### config.mk
export PLATFORM = sky130hd
export DESIGN_NAME = ex_muldiv
export DESIGN_NICKNAME = d
export VERILOG_FILES = /design/src/rtl/ex_muldiv_pkg.sv /design/src/rtl/ex_muldiv.sv
export SDC_FILE = /design/constraint.sdc
export NUM_CORES = 1
export LEC_CHECK = 0
export BUFFER_PORTS_ARGS = -buffer_cell sky130_fd_sc_hd__buf_2
export CAP_MARGIN = 5
export CORE_MARGIN = 2
export CORE_UTILIZATION = 30
export DETAILED_ROUTE_END_ITERATION = 8
export GPL_TIMING_DRIVEN = 0
export SETUP_SLACK_MARGIN = 0.4
export SYNTH_ARGS = -nofsm -noshare
export SYNTH_HDL_FRONTEND = slang
export SYNTH_SLANG_ARGS = --single-unit
### constraint.sdc
create_clock -name i_Clk -period 3 [get_ports i_Clk]
set_input_delay 0.15 -clock i_Clk [delete_from_list [all_inputs] [get_ports i_Clk]]
set_output_delay 0.15 -clock i_Clk [all_outputs]
set_load 0.01 [all_outputs]
### src/rtl/ex_muldiv_pkg.sv
// Shared definitions for the execute-stage multiply/divide unit and the
// pipeline registers that feed it.
package ex_muldiv_pkg;

  localparam int DEFAULT_DATA_WIDTH      = 32;
  localparam int DEFAULT_FREE_LIST_WIDTH = 3;

  typedef enum logic [1:0] {
    OP_MULT  = 2'b00,
    OP_MULTU = 2'b01,
    OP_DIV   = 2'b10,
    OP_DIVU  = 2'b11
  } op_e;

  typedef enum logic [1:0] {
    S_IDLE = 2'd0,
    S_RUN  = 2'd1,
    S_FIX  = 2'd2
  } state_e;

endpackage

### src/rtl/ex_muldiv.sv
// Iterative MULT/MULTU/DIV/DIVU unit owning HI/LO; one result bit per cycle
// on operand magnitudes, with sign correction applied in a final FIX cycle.
//
// state  | meaning
// S_IDLE | waiting for a start; start is blocked by a same-cycle flush
// S_RUN  | DATA_WIDTH shift-add / restoring-divide iterations
// S_FIX  | sign-correct result, write HI/LO, pulse done
module ex_muldiv
  import ex_muldiv_pkg::*;
#(
  parameter int DATA_WIDTH      = DEFAULT_DATA_WIDTH,
  parameter int FREE_LIST_WIDTH = DEFAULT_FREE_LIST_WIDTH
) (
  input  logic                       i_Clk,
  input  logic                       i_Reset_n,
  input  logic                       i_Flush,
  input  logic                       i_Start,
  input  logic [1:0]                 i_Op,
  input  logic [DATA_WIDTH-1:0]      i_Operand1,
  input  logic [DATA_WIDTH-1:0]      i_Operand2,
  input  logic [FREE_LIST_WIDTH-1:0] i_Phys_Active_List_Index,
  output logic                       o_Busy,
  output logic                       o_Done,
  output logic [FREE_LIST_WIDTH-1:0] o_Phys_Active_List_Index,
  output logic [DATA_WIDTH-1:0]      o_HI,
  output logic [DATA_WIDTH-1:0]      o_LO
);

  localparam int CNT_W = $clog2(DATA_WIDTH);

  function automatic logic [DATA_WIDTH-1:0] neg_if(input logic flag,
                                                  input logic [DATA_WIDTH-1:0] v);
    return flag ? -v : v;
  endfunction

  state_e                      state, state_nxt;
  logic [CNT_W-1:0]            count;
  logic                        is_div;
  logic                        neg_q, neg_r;
  logic [FREE_LIST_WIDTH-1:0]  tag;
  logic [DATA_WIDTH-1:0]       opnd_a;   // multiplicand / divisor magnitude
  logic [DATA_WIDTH-1:0]       opnd_b;   // multiplier (shifts out) / dividend->quotient
  logic [2*DATA_WIDTH-1:0]     acc;
  logic [DATA_WIDTH-1:0]       rem;

  logic                        start_ok;
  logic                        in_signed, in_div;
  logic                        sign1, sign2;
  logic [DATA_WIDTH-1:0]       abs1, abs2;
  logic [DATA_WIDTH:0]         mul_sum;
  logic [DATA_WIDTH:0]         div_shift, div_diff;
  logic [2*DATA_WIDTH-1:0]     prod_fix;

  assign start_ok  = (state == S_IDLE) && i_Start && !i_Flush;
  assign in_signed = (op_e'(i_Op) == OP_MULT) || (op_e'(i_Op) == OP_DIV);
  assign in_div    = (op_e'(i_Op) == OP_DIV)  || (op_e'(i_Op) == OP_DIVU);
  assign sign1     = in_signed & i_Operand1[DATA_WIDTH-1];
  assign sign2     = in_signed & i_Operand2[DATA_WIDTH-1];
  assign abs1      = neg_if(sign1, i_Operand1);
  assign abs2      = neg_if(sign2, i_Operand2);

  assign mul_sum   = {1'b0, acc[2*DATA_WIDTH-1:DATA_WIDTH]}
                   + {1'b0, (opnd_b[0] ? opnd_a : {DATA_WIDTH{1'b0}})};
  assign div_shift = {rem, opnd_b[DATA_WIDTH-1]};
  assign div_diff  = div_shift - {1'b0, opnd_a};
  assign prod_fix  = neg_q ? -acc : acc;

  always_ff @(posedge i_Clk or negedge i_Reset_n) begin
    if (!i_Reset_n) state <= S_IDLE;
    else            state <= state_nxt;
  end

  always_comb begin
    state_nxt = state;
    o_Busy    = 1'b0;
    case (state)
      S_IDLE: begin
        if (start_ok) begin
          state_nxt = S_RUN;
          o_Busy    = 1'b1;
        end
      end
      S_RUN: begin
        o_Busy = 1'b1;
        if (i_Flush)           state_nxt = S_IDLE;
        else if (count == '0)  state_nxt = S_FIX;
      end
      S_FIX: begin
        o_Busy    = 1'b1;
        state_nxt = S_IDLE;
      end
      default: state_nxt = S_IDLE;
    endcase
  end

  always_ff @(posedge i_Clk or negedge i_Reset_n) begin
    if (!i_Reset_n) begin
      count                    <= '0;
      is_div                   <= 1'b0;
      neg_q                    <= 1'b0;
      neg_r                    <= 1'b0;
      tag                      <= '0;
      opnd_a                   <= '0;
      opnd_b                   <= '0;
      acc                      <= '0;
      rem                      <= '0;
      o_Done                   <= 1'b0;
      o_Phys_Active_List_Index <= '0;
      o_HI                     <= '0;
      o_LO                     <= '0;
    end else begin
      o_Done <= 1'b0;
      case (state)
        S_IDLE: begin
          if (start_ok) begin
            is_div <= in_div;
            tag    <= i_Phys_Active_List_Index;
            opnd_a <= in_div ? abs2 : abs1;
            opnd_b <= in_div ? abs1 : abs2;
            neg_q  <= sign1 ^ sign2;
            neg_r  <= sign1;
            acc    <= '0;
            rem    <= '0;
            count  <= CNT_W'(DATA_WIDTH - 1);
          end
        end
        S_RUN: begin
          if (!i_Flush) begin
            count <= count - 1'b1;
            if (is_div) begin
              // restoring step: keep the subtraction only if it did not borrow
              if (!div_diff[DATA_WIDTH]) begin
                rem    <= div_diff[DATA_WIDTH-1:0];
                opnd_b <= {opnd_b[DATA_WIDTH-2:0], 1'b1};
              end else begin
                rem    <= div_shift[DATA_WIDTH-1:0];
                opnd_b <= {opnd_b[DATA_WIDTH-2:0], 1'b0};
              end
            end else begin
              acc    <= {mul_sum, acc[DATA_WIDTH-1:1]};
              opnd_b <= opnd_b >> 1;
            end
          end
        end
        S_FIX: begin
          if (!i_Flush) begin
            if (is_div) begin
              o_LO <= neg_if(neg_q, opnd_b);
              o_HI <= neg_if(neg_r, rem);
            end else begin
              o_HI <= prod_fix[2*DATA_WIDTH-1:DATA_WIDTH];
              o_LO <= prod_fix[DATA_WIDTH-1:0];
            end
            o_Done                   <= 1'b1;
            o_Phys_Active_List_Index <= tag;
          end
        end
        default: ;
      endcase
    end
  end

endmodule

## Word level (Yosys, flattened, before mapping)

Cells that the tools add are included.

| storage, ports and cells | value |
|---|---|
| input bits | 73 |
| register bits after elaboration | 241 |
| output and inout bits | 69 |

| cells by class | value |
|---|---|
| equal/unequal tests | 9 |
| mux-type cells | 35 |
| bitwise operators | 4 |
| reductions and logical operators | 16 |
| add/sub/neg operators | 8 |

Operators with widths:

| kind | count |
|---|---|
| 2-to-1 mux 32 bit | 16 |
| 2-to-1 mux 64 bit | 4 |
| negation 32 bit | 4 |
| case mux 32 bit (2 select lines) | 2 |
| case mux 64 bit (2 select lines) | 1 |
| negation 64 bit | 1 |
| adder 32 x 32 -> 33 bit | 1 |
| subtractor 33 x 32 -> 33 bit | 1 |
| 2-to-1 mux 5 bit | 2 |
| case mux 5 bit (2 select lines) | 1 |
| != test 2 bit (second input constant) | 4 |
| AND reduction 4 bit | 2 |
| == test 2 bit (second input constant) | 3 |
| 2-to-1 mux 2 bit | 3 |
| AND reduction 2 bit | 3 |
| logical NOT 5 bit | 1 |
| subtractor 5 x 1 -> 5 bit (second input constant) | 1 |
| logical NOT 2 bit | 2 |
| 2-to-1 mux 1 bit | 4 |
| case mux 2 bit (2 select lines) | 1 |
| != test 3 bit (second input constant) | 1 |
| AND reduction 3 bit | 1 |
| AND 1 bit | 2 |
| == test 2 x 1 -> 1 bit (second input constant) | 1 |
| other kinds (8) | 10 |

## Logic depth before layout (Yosys ltp)

| depth | value |
|---|---|
| depth in word-level cells | 7 |
| mapped depth | 14 |
| gate-level depth less buffers | 13 |

## Worst setup path after synthesis

OpenSTA, ideal clock, no wires.

| path | value |
|---|---|
| path type | register -> register |
| start point | reg opnd_b[0] |
| end point | reg acc[48] |
| library setup time | 0.133 ns |
| arrival | 2.989 ns |
| slack | -0.122 ns |
| cell stages (with the launch flop) | 12 |
| period minus slack after synthesis | 3.122 ns |
| cell sequence | dfrtp_1 > inv_1 > clkbuf_1 > nor2_1 > ha_1 > a2111oi_0 > o21bai_1 > a221oi_1 > o21ai_0 > a221oi_1 > xor2_1 > o21ai_0 |

| on the way | value |
|---|---|
| longest elaborated chain between the ends | 5 |

RTL lines:

| item | RTL line | text |
|---|---|---|
| start, declared | ex_muldiv.sv:42 | `logic [DATA_WIDTH-1:0] opnd_b;` |
| start signal, assigned | ex_muldiv.sv:119 | `opnd_b <= in_div ? abs1 : abs2;` |
| start signal, assigned | ex_muldiv.sv:134 | `opnd_b <= {opnd_b[DATA_WIDTH-2:0], 1'b1};` |
| start signal, assigned | ex_muldiv.sv:137 | `opnd_b <= {opnd_b[DATA_WIDTH-2:0], 1'b0};` |
| 2-to-1 mux 32 bit | ex_muldiv.sv:63 | `+ {1'b0, (opnd_b[0] ? opnd_a : {DATA_WIDTH{1'b0}})};` |
| adder 32 x 32 -> 33 bit | ex_muldiv.sv:63 |  |
| 2-to-1 mux 64 bit | ex_muldiv.sv:130 | `if (is_div) begin` |
| 2-to-1 mux 64 bit | ex_muldiv.sv:128 | `if (!i_Flush) begin` |
| case mux 64 bit (2 select lines) | ex_muldiv.sv:113 | `case (state)` |
| end signal, assigned | ex_muldiv.sv:140 | `acc <= {mul_sum, acc[DATA_WIDTH-1:1]};` |
| end, declared | ex_muldiv.sv:43 | `logic [2*DATA_WIDTH-1:0] acc;` |

No other way between the ends. The select of a mux whose other input is x is not followed.
A chain may end at the register's enable or synchronous reset.

## Worst setup path in the final report

| path | value |
|---|---|
| start point | reg acc[25] |
| end point | reg o_HI[7] |

| on the way | value |
|---|---|
| longest elaborated chain between the ends | 3 |

RTL lines:

| item | RTL line | text |
|---|---|---|
| negation 64 bit | ex_muldiv.sv:66 | `assign prod_fix = neg_q ? -acc : acc;` |
| 2-to-1 mux 64 bit | ex_muldiv.sv:66 |  |
| 2-to-1 mux 32 bit | ex_muldiv.sv:147 | `if (is_div) begin` |
| end signal, assigned | ex_muldiv.sv:149 | `o_HI <= neg_if(neg_r, rem);` |
| end signal, assigned | ex_muldiv.sv:151 | `o_HI <= prod_fix[2*DATA_WIDTH-1:DATA_WIDTH];` |
| end, declared | ex_muldiv.sv:25 | `output logic [DATA_WIDTH-1:0] o_HI,` |

No other way between the ends.

==> run metrics <==
P_leak=10.97 nW; DR pass1 iterations=6; ys flop type=dfrtp_1; routed len/inst=between 20 and 25 um; dpl hpwl=~54,000 um; Fillers=5,912; crit path DAT=roughly 3500 ps; startpoint types=flop; most frequent cells in the layout=nand2_1 (323), dfrtp_1 (215), o21ai_0 (156); Sw Ratio=0.4761; RSZ-0062 raised after global routing=true; syn_nets=around 2,400; DR iter-0 viols=roughly 1,700; dominant cells by area after synthesis=dfrtp_1 (33%), o21ai_0 (7.2%), nand2_1 (7.1%), xnor2_1 (5.5%), xor2_1 (5.4%); most common cell after layout, fill and taps aside=nand2_1; CP max FO=8; vias per inst=between 5 and 6; cell repeated most along the worst path=or3_4; final setup margin=-30.94 ps; total grt overflow=0; Worst-Skew Late Latency=~590 ps; core region area=slightly above 60,000 um2; Final Setup Violations=7; FMAX=329.9 MHz; Slew Viols, Final=0; Hold EP=opnd_a[27]; WL final=~74,000 um; clock sink count=roughly 240; register area share after synthesis=0.3298; Hold Startpoint=i_Operand1[27]; Residual DRC=0; Placer Congestion=around 0.96; Slowest-stage cell, CP=dfrtp_2; reg2reg start=acc[25]; CTS max path bufs=3; post-layout util=0.4154; CP peak stage delay=460 ps; Die H=between 200 and 300 um; antenna viol nets, final=0; run status=complete, but fails checks; via count=approximately 19,000; number of synthesized flops with an enable pin=0; P&R area growth vs syn=37.10%; Synth Register Bits=between 200 and 250; initial antenna violation count=0; Layout Nets=2,782; Power per Cell Area=slightly below 900 nW/um2; worst min path class=in -> reg; PnR Total Power=about 0.022 W; Root Driver=clkbuf_16; Final min period=approximately 3000 ps; Slew @ Worst Pin=around 950 ps; crit path cell chain=or3_1 > buf_2 > or3_4 > or3_4 > or2_4 > or3_4 > o31ai_4 > xor2_1 > o221ai_1; Comb pwr share=0.587; number of I/O pins=approximately 140; Critical Setup Path Class=reg -> reg; Internal Power=approximately 0.012 W; Worst Skew=approximately 32 ps; number of warnings issued by yosys=0; antenna cells=0; Syn Area/Cell=7.993 um2; reg2reg end=o_HI[7]; Hold Worst Slack=roughly 13 ps; final hold vios=0; cts bufs inserted=30; CP required=3440 ps; NetSw=0.01056 W; pin count of the biggest net entering global routing=109; synth unique cells=73; die area=62,950 um2; die width=roughly 250 um; Port Buffers=140; vias in the first global route=18,350; CTS tree=built; Worst R2R Path Depth=9; global-route wire length before repair=110,100 um; Yosys top cell by area=dfrtp_1; Initial Util=0.3030; Hold Path Depth=3; failing checks=setup timing; clock-pin slew on the worst setup and hold paths=about 70 ps; Worst IR Drop VDD=approximately 570 uV; post-synthesis cell count=~2,300; H-tree depth=1; Final period util=1.010; crit end category=flop; Max-Cap Viols=0; sequential fraction of design power=0.236; GRT Total Usage=0.2255; synthesized area=approximately 18,000 um2; clock share of power=0.177; Async S/R FF share, synth=1.000; Worst slew margin=0.3677; share of post-route cells with drive strength above 1=0.2918; share of the synthesized area in the top cell type=0.3298; row count=90; flop2flop setup slack=-30 ps
## power by group through the flow
stage / logic (W) / registers [W] / clock network, W
final: 0.0130 / 0.00524 / 0.00393
after global routing: 0.0139 / 0.00536 / 0.00412
after CTS: 0.0115 / 0.00517 / 0.00398
after detailed placement: 0.00949 / 0.00518 / 0
after global placement: 0.00945 / 0.00517 / 0
after floorplan: 0.00623 / 0.00503 / 0
## stage by stage
stage	TNS (ps)	std cells	cell area (um2)	setup WS, ps
floorplan	0	2288	18550	91.65
global route	-1785	3438	25070	-126.0
global placement	-702990	3210	20220	-2858
CTS	0	3390	23810	19.54
detailed placement	-25130	3212	20290	-563.1
finish	-116.9	3438	25070	-30.94
## area by class of cell
class	instances	area (um2)	area share
plain buffers	140	784.5	0.03129
flip-flops and latches	241	6063	0.2418
multi-input cells	1834	13570	0.5413
clock buffers	34	785.8	0.03134
repair buffers	312	2326	0.09277
well taps	782	978.4	0.03903
clock inverters	22	272.8	0.01088
inverters	73	290.3	0.01158
## flip-flops by register name, summed over array words and instances (netlist names), 2 cells and up
signal and count:
opnd_a 32, acc 64, o_HI 32, rem 32, tag 3, o_Phys_Active_List_Index 3
count 5, opnd_b 32, o_LO 32, state 2
## cell families after synthesis
kind of cell,count (synthesis),share of synthesized area
AO/OA/AOI/OAI,724,0.2453
XOR/XNOR,227,0.1087
buffers and inverters,213,0.04399
flip-flops,241,0.3298
adder cells (fa/ha/maj),77,0.05350
multiplexers,58,0.03346
AND/OR/NAND/NOR,748,0.1852
## worst max-delay path: cells and delay by family, from the launching register on
family,cells,cell delay [ps]
simple gates,5,1750
flops,1,460
xor+xnor,1,160
buf+inv,1,190
compound gates,2,310
## Yosys cell counts (13+ instances only)
cell        n
a21oi_1   175
o21a_1     13
o21ai_0   264
mux2i_1    42
nand2b_1   26
clkbuf_1  119
ha_1       75
nand3_1    33
nor2_1    169
mux2_2     15
a21o_1     37
o211ai_1   19
nor4_1     18
buf_1      17
inv_1      73
dfrtp_1   241
xnor2_1   115
o31ai_1    44
o221ai_1   18
xor2_1    112
a211oi_1   24
a31oi_1    16
or4_1      22
o41ai_1    27
a22o_1     31
or3_1      24
nand2_1   344
nor3_1     43
## routing by layer
layer,wire length (um),vias to the layer above,GRT usage
li1,-,8864,-
met1,31460,9368,0.2990
met2,33610,805,0.3594
met3,6080,160,0.04628
met4,3155,0,0.08912
met5,0,-,0
## worst max-delay path by stage
stage	from	endpoint	slack (ps)	depth (start not counted)
6_report	acc[25]	o_HI[7]	-30	9
5_1_grt	rem[18]	rem[31]	-130	12
4_1_cts	acc[23]	o_HI[7]	20	9
3_5_place_dp	acc[22]	o_HI[27]	-560	10
3_3_place_gp	i_Reset_n	count[0]	-2860	1
2_1_floorplan	acc[23]	o_HI[7]	90	9
## what timing repair did
item / in CTS / in global routing
buffers inserted: 106 / 47
pin swaps: 92 / 116
gates resized for setup: 370 / 247
gates cloned: 4 / 1
setup endpoints to repair: 154 / 133
endpoints found under the hold margin: 146 / 0
hold buffers: 12 / 0
No activity file was read; power rests on OpenSTA's default activity.
